## src/rtl/product_accumulator.sv

```systemverilog
`default_nettype none
// ============================================================================
// Module      : product_accumulator
// Description : Sums N_TERMS multiplier products (one per rising edge of
//               mult_done) and presents each window sum on a valid/ready port.
//               Optional macro ACCUM_SAT_EN: saturate instead of wrap on carry.
// Revision    : 1.0
// ============================================================================
module product_accumulator #(
    parameter int PROD_W  = 17,
    parameter int ACC_W   = 24,
    parameter int N_TERMS = 8,
    parameter int CNT_W   = 4
) (
    input  logic              clk,
    input  logic              reset,
    input  logic              mult_done,
    input  logic [PROD_W-1:0] mult_product,
    input  logic              acc_clear,
    output logic [ACC_W-1:0]  sum_out,
    output logic              sum_valid,
    input  logic              sum_ready,
    output logic [CNT_W-1:0]  count,
    output logic              overflow,
    output logic              drop_err,
    output logic              busy
);

    typedef enum logic [0:0] {
        ST_ACCUM = 1'b0,
        ST_HOLD  = 1'b1
    } state_t;

    localparam logic [CNT_W-1:0] c_n_terms = CNT_W'(N_TERMS);

    state_t             r_state;
    logic               r_done_q;
    logic [ACC_W-1:0]   r_acc;
    logic [CNT_W-1:0]   r_count;
    logic [ACC_W-1:0]   r_pend;
    logic               r_pend_valid;
    logic [ACC_W-1:0]   r_sum_out;
    logic               r_sum_valid;
    logic               r_overflow;
    logic               r_drop_err;

    state_t             w_state_nx;
    logic [ACC_W-1:0]   w_acc_nx;
    logic [CNT_W-1:0]   w_count_nx;
    logic [ACC_W-1:0]   w_pend_nx;
    logic               w_pend_valid_nx;
    logic [ACC_W-1:0]   w_sum_out_nx;
    logic               w_sum_valid_nx;
    logic               w_overflow_nx;
    logic               w_drop_err_nx;

    logic               w_cap;
    logic [ACC_W-1:0]   w_prod_ext;
    logic               w_window;
    logic [ACC_W-1:0]   w_base_acc;
    logic [CNT_W-1:0]   w_base_cnt;
    logic               w_base_ovf;
    logic [ACC_W:0]     w_add_full;

    assign w_cap      = mult_done & ~r_done_q;
    assign w_prod_ext = ACC_W'(mult_product);

    // w_window marks a cycle in which the accumulator takes captures; on the
    // handshake it starts from the pending product (or zero) instead of r_acc.
    always_comb begin
        w_state_nx      = r_state;
        w_acc_nx        = r_acc;
        w_count_nx      = r_count;
        w_pend_nx       = r_pend;
        w_pend_valid_nx = r_pend_valid;
        w_sum_out_nx    = r_sum_out;
        w_sum_valid_nx  = r_sum_valid;
        w_overflow_nx   = r_overflow;
        w_drop_err_nx   = r_drop_err;
        w_window        = 1'b0;
        w_base_acc      = r_acc;
        w_base_cnt      = r_count;
        w_base_ovf      = r_overflow;
        w_add_full      = '0;

        if (acc_clear) begin
            w_state_nx      = ST_ACCUM;
            w_acc_nx        = '0;
            w_count_nx      = '0;
            w_pend_valid_nx = 1'b0;
            w_sum_valid_nx  = 1'b0;
            w_overflow_nx   = 1'b0;
            w_drop_err_nx   = 1'b0;
        end else begin
            case (r_state)
                ST_ACCUM: w_window = 1'b1;
                ST_HOLD: begin
                    if (r_sum_valid && sum_ready) begin
                        w_window        = 1'b1;
                        w_sum_valid_nx  = 1'b0;
                        w_base_ovf      = 1'b0;
                        w_pend_valid_nx = 1'b0;
                        if (r_pend_valid) begin
                            w_base_acc = r_pend;
                            w_base_cnt = CNT_W'(1);
                        end else begin
                            w_base_acc = '0;
                            w_base_cnt = '0;
                        end
                    end else if (w_cap) begin
                        if (r_pend_valid) begin
                            w_drop_err_nx = 1'b1;
                        end else begin
                            w_pend_nx       = w_prod_ext;
                            w_pend_valid_nx = 1'b1;
                        end
                    end
                end
                default: w_state_nx = ST_ACCUM;
            endcase

            if (w_window) begin
                w_state_nx    = ST_ACCUM;
                w_acc_nx      = w_base_acc;
                w_count_nx    = w_base_cnt;
                w_overflow_nx = w_base_ovf;
                if (w_cap) begin
                    w_add_full    = {1'b0, w_base_acc} + {1'b0, w_prod_ext};
                    w_count_nx    = w_base_cnt + CNT_W'(1);
                    w_overflow_nx = w_base_ovf | w_add_full[ACC_W];
`ifdef ACCUM_SAT_EN
                    w_acc_nx = w_add_full[ACC_W] ? {ACC_W{1'b1}} : w_add_full[ACC_W-1:0];
`else
                    w_acc_nx = w_add_full[ACC_W-1:0];
`endif
                end
                if (w_count_nx == c_n_terms) begin
                    w_sum_out_nx   = w_acc_nx;
                    w_sum_valid_nx = 1'b1;
                    w_state_nx     = ST_HOLD;
                end
            end
        end
    end

    // done_q resets high so a done already asserted at reset release is ignored.
    always_ff @(posedge clk) begin
        if (reset) begin
            r_state      <= ST_ACCUM;
            r_done_q     <= 1'b1;
            r_acc        <= '0;
            r_count      <= '0;
            r_pend       <= '0;
            r_pend_valid <= 1'b0;
            r_sum_out    <= '0;
            r_sum_valid  <= 1'b0;
            r_overflow   <= 1'b0;
            r_drop_err   <= 1'b0;
        end else begin
            r_state      <= w_state_nx;
            r_done_q     <= mult_done;
            r_acc        <= w_acc_nx;
            r_count      <= w_count_nx;
            r_pend       <= w_pend_nx;
            r_pend_valid <= w_pend_valid_nx;
            r_sum_out    <= w_sum_out_nx;
            r_sum_valid  <= w_sum_valid_nx;
            r_overflow   <= w_overflow_nx;
            r_drop_err   <= w_drop_err_nx;
        end
    end

    assign sum_out   = r_sum_out;
    assign sum_valid = r_sum_valid;
    assign count     = r_count;
    assign overflow  = r_overflow;
    assign drop_err  = r_drop_err;
    assign busy      = (r_count != '0) | r_sum_valid;

endmodule
`default_nettype wire

```

## config.mk

```make
export PLATFORM = sky130hd
export DESIGN_NAME = product_accumulator
export DESIGN_NICKNAME = d
export VERILOG_FILES = /design/src/rtl/product_accumulator.sv
export SDC_FILE = /design/constraint.sdc
export NUM_CORES = 1
export LEC_CHECK = 0
export BUFFER_PORTS_ARGS = -buffer_cell sky130_fd_sc_hd__buf_2
export CAP_MARGIN = 25
export CORE_UTILIZATION = 43
export CTS_CLUSTER_SIZE = 14
export DETAILED_ROUTE_END_ITERATION = 10
export MAX_ROUTING_LAYER = met4
export PLACE_DENSITY = 0.71
export SYNTH_ARGS = -nofsm -noshare
export SYNTH_HDL_FRONTEND = slang
export SYNTH_SLANG_ARGS = --single-unit
```

## constraint.sdc

```tcl
create_clock -name clk -period 6 [get_ports clk]
set_input_delay 0.6 -clock clk [delete_from_list [all_inputs] [get_ports clk]]
set_output_delay 0.6 -clock clk [all_outputs]
set_load 0.005 [all_outputs]
```

# == After elaboration in Yosys (flattened, before gate mapping) ==
# Cells that the tools add are included.
# word_totals
reg_bits,75
latch_bits,0
mem_bits_rw,0
romBits,0
output_inout_bits,32
word_cells,55
n_memories,0
# op_classes
n_addsub,2
mul,0
div_mod_pow,0
order_cmp,0
eq_ne,1
shifts,0
n_mux,26
bitwise_logic,8
n_reduce_logical,8
# op_table
operator,count
24-bit 2-to-1 mux,4
24-bit by 17-bit adder with 25-bit output,1
4-bit 2-to-1 mux,6
17-bit 2-to-1 mux,1
1-bit 2-to-1 mux,14
1-bit NOT,5
5-bit AND reduction,1
"4-bit by 1-bit adder with 4-bit output, second input constant",1
"4-bit == test, second input constant",1
4-bit AND reduction,1
4-bit nonzero test,1
3-bit AND reduction,1
1-bit bitwise OR,2
1-bit one-hot mux with 2 select lines,1
2-bit AND reduction,1
2-bit nonzero test,1
2-bit OR reduction,1
1-bit bitwise AND,1
1-bit logical AND,1

# == Depth between registers and ports, before layout ==
# Gate-level depths: netlist of the first run.
# logic_depth
word_depth,11
ltp_mapped,14
ltp_nobuf,12

# == Worst setup path before layout of the first run ==
# Ideal clock, no wire load.
# synth_timing
kind,input-to-reg
from,input sum_ready
to,"register r_sum_out[13], in the netlist sum_out[13]"
arrival_time_ps,3142
required_time_ps,5914
slack_ps,2772
path_stages,13
path_cell_list,and3_1 clkbuf_1 buf_2 nand3_1 nand2_1 ha_1 a21o_1 o2bb2ai_1 or3_1 o31ai_1 mux2i_1 o21ai_0 a211oi_1
# synth_between
elab_chain_len,10
word_cells_on_any_way,18
classes_between,2 x add/sub; 1 x eq/ne; 13 x mux; 2 x reduce/logical
# synth_lines
element,line,source
from (decl),22,"input logic sum_ready,"
1-bit logical AND (*),98,if (r_sum_valid && sum_ready) begin
4-bit 2-to-1 mux,98,
4-bit 2-to-1 mux,95,case (r_state)
4-bit 2-to-1 mux,86,if (acc_clear) begin
4-bit by 1-bit adder with 4-bit output,129,w_count_nx = w_base_cnt + CNT_W'(1);
4-bit 2-to-1 mux,127,if (w_cap) begin
4-bit 2-to-1 mux,122,if (w_window) begin
4-bit 2-to-1 mux,86,
4-bit == test,137,if (w_count_nx == c_n_terms) begin
3-bit AND reduction (no source line),n/a,
to (signal assigned),166,r_sum_out <= w_sum_out_nx;
to (decl),42,logic [ACC_W-1:0] r_sum_out;
# Every way passes the cells marked *; elsewhere a longest branch is shown, timed or not. The select of a mux whose other input is x is not followed.
# A chain may end at the register's enable or synchronous reset.

# == Worst setup path after layout of the first run ==
# layout_timing
from,register r_state
to,"register r_sum_out[2], in the netlist sum_out[2]"
# layout_between
elab_chain_len,8
word_cells_on_any_way,15
classes_between,2 x add/sub; 1 x eq/ne; 10 x mux; 1 x bitwise; 1 x reduce/logical
# layout_lines
element,line,source
from (decl),36,state_t r_state;
from (signal assigned),160,r_state <= w_state_nx;
4-bit 2-to-1 mux,95,
4-bit 2-to-1 mux,86,
4-bit by 1-bit adder with 4-bit output,129,
4-bit 2-to-1 mux,127,
4-bit 2-to-1 mux,122,
4-bit 2-to-1 mux,86,
4-bit == test,137,
3-bit AND reduction (no source line),n/a,
# Parallel ways exist; a longest one is shown, timed or not. The select of a mux whose other input is x is not followed.

==> results of run 1 <==
==> cells by family (layout without fill, tap and decap cells) <==
kind of cell,count (synthesis),count (layout)
buf+inv,46,83
compound gates,147,147
flops,75,75
xor+xnor,19,19
fa+ha+maj,21,21
simple gates,242,242
mux,14,14
==> layout make-up <==
cell class / instances / area (um2)
well taps: 133 / 166
multi-input cells: 443 / 2730
fillers: 969 / 4900
clock inverters: 5 / 53.8
inverters: 8 / 30.0
clock buffers: 11 / 131
flip-flops and latches: 75 / 1500
repair buffers: 59 / 350
==> sequential cells by signal, indices dropped and copies added (netlist names) <==
register and flops:
r_pend_valid 1, r_acc 24, r_done_q 1, r_state 1, count 4, overflow 1, drop_err 1, sum_valid 1
r_pend 17, sum_out 24
==> how the worst min path moves through the flow <==
stage	to	slack, ns	depth (start not counted)
global route	r_done_q	0.44	2
CTS	r_done_q	0.44	2
detailed placement	r_acc[0]	0.44	2
floorplan	r_acc[0]	0.43	2
finish	r_done_q	0.45	2
global placement	r_acc[0]	0.44	2
==> layout by cell type, fill, tap and decap left out, drive strengths merged, types with 7 or more instances in the layout <==
cell	Yosys	final
buf	13	59
nor2	55	55
nor3	8	8
xnor2	12	12
a21oi	47	47
a211oi	35	35
nand3	30	30
mux2i	11	11
dfxtp	75	75
ha	20	20
nand2	106	106
a21o	7	7
inv	8	8
o21ai	26	26
clkbuf	25	11
xor2	7	7
or3	8	8
==> report_power, final <==
part / leakage, nW / internal [W] / total, W / switching [W]
registers: 0.605 / 0.000500 / 0.000502 / 0.00000152
logic: 1.28 / 0.0000319 / 0.0000879 / 0.0000560
clock network: 0.0971 / 0.000191 / 0.000378 / 0.000187
==> through the flow <==
stage | cell area [um2] | setup slack [ns] | power [W]
final | 4960 | 1.71 | 0.000968
after global routing | 4960 | 1.37 | 0.00101
after CTS | 4910 | 1.65 | 0.000974
after detailed placement | 4720 | 1.71 | 0.000598
after global placement | 4720 | 1.87 | 0.000597
after floorplan | 4430 | 2.77 | 0.000574
==> routing by layer <==
layer	up-vias	routed length (um)	track usage, %
met5	-	0	-
met4	0	199	7.76
met3	17	505	4.66
met2	110	5220	35.5
met1	1919	5090	27.2
li1	2074	-	-
==> impl_results.md, run 1 <==
* Final number of setup-violating endpoints at 0
* DRC viols at 0
* Post-synth net total at 607
* R2R setup slack at 1.71 ns
* Final setup TNS at 0 ns
* Yosys top cell by area: dfxtp_1
* Cell family with most CP delay: simple AND/OR/NAND/NOR gates
* Final WL at 11.0 mm
* CP Launch Type: flip-flop
* Starting density of the core at 45.0%
* First-pass GRT wire length at 18.4 mm
* CP max stage cell: nor4_4
* Max-slew violation count at 0
* LEAKAGE at 1.98 nW
* CP Cell Sequence: nand3_1, and2_1, ha_1, nor2_1, nand3_1, o21ai_0, o21ai_2, nor4_4, buf_4, mux2i_1, nor2_1
* Worst-path fanout max at 24
* Crit path required time at 6.22 ns
* Routability cong. at 0.862
* Syn avg cell area at 7.86 um2
* Mux cell area share after synthesis at 3.24%
* XOR/XNOR Fraction of Synth Area at 3.75%
* Worst setup EP type: flip-flop
* WL/cell at 15.0 um
* Peak supply drop at 0.000106 V
* Post-Synth Adder-Cell Area at 6.09%
* I/O pins at 54
* Pwr per Cell Area at 195 nW/um2
* Die Y at 104 um
* Hold path start: mult_done
* First DRT Iteration DRCs at 245
* CTS Hold Buffers Added at 0
* Antenna diodes at 0
* Core Box Area at 9860 um2
* Yosys warns at 0
* Post-Synth Simple-Gate Area at 25.2%
* Count leader, synth: nand2_1
* Reg2reg start: r_state
* Hold Worst Slack at 0.448 ns
* HPWL after DPL at 7.58 mm
* CTS Buf Count at 9
* Initial antenna violation count at 0
* TritonCTS Sinks at 75
* Layout cells sized above 1 at 16.6%
* Row cnt at 36
* Drt pass-1 iters at 5
* Largest family of logic cells by synthesized area: simple AND/OR/NAND/NOR gates
* RSZ-0062 raised after global routing: no
* CP max stage delay at 0.85 ns
* Layout area overhead at 11.9%
* Post-synth top flop: dfxtp_1
* # port buffers at 53
* Number of flops mapped to enable cells by yosys at 0
* NumNets Final at 639
* Avg Vias per Cell at 5.61
* Slew @ Worst Pin at 1.01 ns
* CP Launch Point: r_state
* H-tree depth at 3
* Post-CTS Setup Bufs at 0
* Final Hold Viols at 0
* Gr ovfl total at 0
* Crit path time final at 4.29 ns
* CTS clk-pin slew, worst paths at 0.08 ns
* End of the critical path: sum_out[2]
* #FFs+latches synth at 75
* Root Driver: clkbuf_8
* CTS resizes at 0
* Dpl cells at 716
* WP buf/inv at 1
* Largest net degree at the start of global routing at 45
* Routed Antenna Nets at 0
* Synth Instances at 564
* Post-Syn Area at 4430 um2
* Sequential share of the synthesized area at 33.9%
* Post-synth ARST share at 0%
* Total Routing Usage GR at 22.0%
* Hold Crit Class: input port to flip-flop
* Die area at 10700 um2
* R2R Path End: sum_out[2]
* Final Cycle Share at 71.5%
* Via count at 4120
* Reg2reg path depth at 11
* Largest cells by area after synthesis: dfxtp_1, nand2_1, ha_1, a21oi_1, nor2_1
* Slew Limit Headroom at 32.1%
* Max_cap viols at 0
* Synth unique cells at 62
* Die width at 104 um
* CTS Buffer Depth at 2
* Outcome: finished clean
* Cell Count, Final, Fillers Out at 734
* Crit Path Category: flip-flop to flip-flop
* Vias in the first global route at 3802
* Core Util, Final at 50.3%
* Clk_lat worst skew at 0.36 ns
* Levels on crit path at 11
* Synth Area in Compound Gates at 23.3%
* CP arrival at 4.51 ns
* Fmax at 233 MHz
* Clock Skew at 0.00859 ns
* TritonCTS clock tree: done
* Most common library cells after synthesis: nand2_1, dfxtp_1, nor2_1, a21oi_1, nand3_1
* Yosys top cell area share at 33.9%
(Power assumes the default switching activity.)
==> inputs of run 2 (changes only) <==
--- a/config.mk
+++ b/config.mk
@@ -5,13 +5,14 @@
 export SDC_FILE = /design/constraint.sdc
 export NUM_CORES = 1
 export LEC_CHECK = 0
+export ABC_AREA = 1
 export BUFFER_PORTS_ARGS = -buffer_cell sky130_fd_sc_hd__buf_2
 export CAP_MARGIN = 25
 export CORE_UTILIZATION = 43
 export CTS_CLUSTER_SIZE = 14
 export DETAILED_ROUTE_END_ITERATION = 10
 export MAX_ROUTING_LAYER = met4
-export PLACE_DENSITY = 0.71
+export PLACE_DENSITY = 0.73
 export SYNTH_ARGS = -nofsm -noshare
 export SYNTH_HDL_FRONTEND = slang
 export SYNTH_SLANG_ARGS = --single-unit
==> constraint.sdc (replaced) <==
create_clock -name clk -period 3.7 [get_ports clk]
set_input_delay 0.37 -clock clk [delete_from_list [all_inputs] [get_ports clk]]
set_output_delay 0.37 -clock clk [all_outputs]
set_load 0.005 [all_outputs]
==> run 2 against run 1 <==
Against the previous run: clock skew shrank 0.0057 ns; via count grew 20%; cell area increased by 13%; sequential cell count is the same; largest power group is now the clock network.
==> impl_results.md, run 2 <==
* Outcome: finished clean
* Post-synth top flop: dfxtp_1
* Final Cycle Share at 81.4% (+9.9 points)
* Gr ovfl total at 0 (unchanged)
* Slew @ Worst Pin at 0.571 ns (-0.440 ns)
* Routability cong. at 0.923 (+7.1%)
* Post-place instance area at 5280 um2 (+12%)
* Drt pass-1 iters at 5 (unchanged)
* CP dominant cell by count: nand2_1
* Final setup TNS at 0 ns (unchanged)
* Worst setup EP type: flip-flop
* H-tree depth at 3 (unchanged)
* TritonCTS Sinks at 75 (unchanged)
* Synth Instances at 806 (+43%)
* NumNets Final at 892 (+40%)
* Via count at 4933 (+20%)
* Initial antenna violation count at 0 (unchanged)
* Yosys warns at 0 (unchanged)
* Fmax at 332 MHz (+42%)
* Die width at 109 um (+5.6%)
* HPWL after DPL at 9.17 mm (+21%)
* Hold Crit Class: input port to flip-flop
* CP arrival at 3.25 ns (-1.26 ns)
* Number of flops mapped to enable cells by yosys at 0 (unchanged)
* DRC viols at 0 (unchanged)
* Post-synth net total at 849 (+40%)
* Synth unique cells at 38 (-39%)
* LEAKAGE at 3.35 nW (+70%)
* RSZ-0062 raised after global routing: no
* CP Cell Sequence: nand3_2, nor2_8, a22o_1, ha_1, fa_1, nand3_1, nand3_1, nand2_1, nand2_1, nand2_1, nand2_1, nand2_1, nand3_1, nand2_1, o21bai_1, inv_1
* Count leader, synth: nand2_1
* Post-synth ARST share at 0% (unchanged)
* Crit Path Category: flip-flop to flip-flop
* Design Area, Final at 5610 um2 (+13%)
* Largest cells by area after synthesis: dfxtp_1, nand2_1, inv_1, nor2_1, nand3_1
* Max-slew violation count at 0 (unchanged)
* Core Box Area at 11000 um2 (+12%)
* CTS clk-pin slew, worst paths at 0.06 ns (-0.02 ns)
* First DRT Iteration DRCs at 243 (-0.82%)
* Layout cells sized above 1 at 11.4% (-5.3 points)
* CTS Buffer Depth at 2 (unchanged)
* Clock Skew at 0.00289 ns (-0.00570 ns)
* TritonCTS clock tree: done
* Total Routing Usage GR at 23.7% (+1.7 points)
* Pwr per Cell Area at 346 nW/um2 (+77%)
* Slew Limit Headroom at 61.9% (+30 points)
* Layout area overhead at 13.3%
* Syn avg cell area at 6.15 um2 (-22%)
* CTS Buf Count at 9 (unchanged)
* #FFs+latches synth at 75 (unchanged)
* Clk_lat worst skew at 0.35 ns (about the same)
* I/O pins at 54 (unchanged)
* CP max stage delay at 0.43 ns (-0.42 ns)
* Largest net degree at the start of global routing at 44 (-2.2%)
* Final number of setup-violating endpoints at 0 (unchanged)
* CTS resizes at 0 (unchanged)
* Vias in the first global route at 4515 (+19%)
* Most common library cells after synthesis: nand2_1, inv_1, nor2_1, dfxtp_1, nand3_1
* Worst-path fanout max at 17 (-29%)
* Final Hold Viols at 0 (unchanged)
* Max_cap viols at 0 (unchanged)
* Sequential share of the synthesized area at 30.3% (-3.6 points)
* Crit path required time at 3.94 ns (-2.28 ns)
* Routed Antenna Nets at 0 (unchanged)
* Most common library cell in the layout ignoring fill and taps: nand2_1
* Yosys top cell by area: dfxtp_1
* Row cnt at 38 (+5.6%)
* Yosys top cell area share at 30.3% (-3.6 points)
* CTS Hold Buffers Added at 0 (unchanged)
* Antenna diodes at 0 (unchanged)
* Crit path time final at 3.01 ns (-1.28 ns)
* First-pass GRT wire length at 21.1 mm (+15%)
* Power consumption at 0.00194 W (+100%)
* R2R setup slack at 0.69 ns (-1.02 ns)
* Avg Vias per Cell at 4.96 (-12%)
* Starting density of the core at 44.9% (about the same)
* CP Launch Type: flip-flop
* CP Launch Point: sum_valid
* Reg2reg start: sum_valid
* Commonest non-fill, non-tap cells in the layout: nand2_1, inv_1, nor2_1
* # port buffers at 53 (unchanged)
* Die area at 12000 um2 (+12%)
* Post-Syn Area at 4950 um2 (+12%)
* Die Y at 109 um (+5.6%)
* Hold path start: mult_done
* Root Driver: clkbuf_16
* Post-CTS Setup Bufs at 0 (unchanged)
* CP max stage cell: dfxtp_1
* Final WL at 12.6 mm (+14%)
* Peak supply drop at 0.000357 V (+240%)
* WL/cell at 12.7 um (-16%)
[run 2: changes by cell type after synthesis, moves of 27 or more]
cell / change
nor2_1: +44
a211oi_1: -27
inv_1: +130
a21oi_1: -27
nand2_1: +141
nand3_1: +30
[run 2: cell families (layout without fill, tap and decap cells)]
logic type | Yosys count | after routing | synth area share (%)
AO/OA/AOI/OAI | 97 | 97 | 11.9
XOR/XNOR | 4 | 4 | 0.707
adder cells (fa/ha/maj) | 21 | 21 | 5.45
buffers and inverters | 172 | 220 | 14.1
flip-flops | 75 | 75 | 30.3
multiplexers | 2 | 2 | 0.404
AND/OR/NAND/NOR | 435 | 435 | 37.1
[run 2: final cells by class]
class	instances	area, um2
clock inverter	5	75.1
inverter	145	544
multi-input combinational	559	2750
fill	1158	5420
timing repair buffer	59	310
sequential	75	1500
clock buffer	11	253
tap	140	175
[run 2: where the power goes]
part           internal, W  switching (W)
sequential        0.000812     0.00000267
clock             0.000623       0.000342
combinational    0.0000538       0.000108
total              0.00149       0.000453
[run 2: worst max-delay path, delay by kind of cell (launching register included)]
family / cells / cell delay [ns]
and+or+nand+nor: 11 / 1.58
AOI/OAI and AO/OA: 2 / 0.32
DFF: 1 / 0.43
adders and majority gates: 2 / 0.52
buffers and inverters: 1 / 0.05
[run 2: stage by stage]
stage                     setup slack [ns]  util (%)  std cells  hold slack [ns]
after floorplan                       1.09         -        806            0.457
after global placement               0.686      47.9        978            0.475
after detailed placement             0.695      47.9        978            0.478
after CTS                            0.711      50.9        994            0.207
after global routing                 0.416      50.9        994            0.212
final                                0.688      50.9        994            0.213
[run 2: per-layer routing]
| metal | vias to the layer above | routed length (um) | part of all wire, % | global-route usage [%] |
|---|---|---|---|---|
| met5 | - | 0 | 0 | - |
| li1 | 2585 | - | - | - |
| met1 | 2191 | 5810 | 46 | 29.1 |
| met3 | 29 | 655 | 5.2 | 4.80 |
| met4 | 0 | 384 | 3.0 | 11.6 |
| met2 | 128 | 5760 | 46 | 37.2 |
[run 2: worst paths after layout]
| check | to | cells past startpoint |
|---|---|---|
| max | r_acc[16] | 16 |
| min reg2reg | overflow | 2 |
| max reg2reg | r_acc[16] | 16 |
| min | r_done_q | 3 |
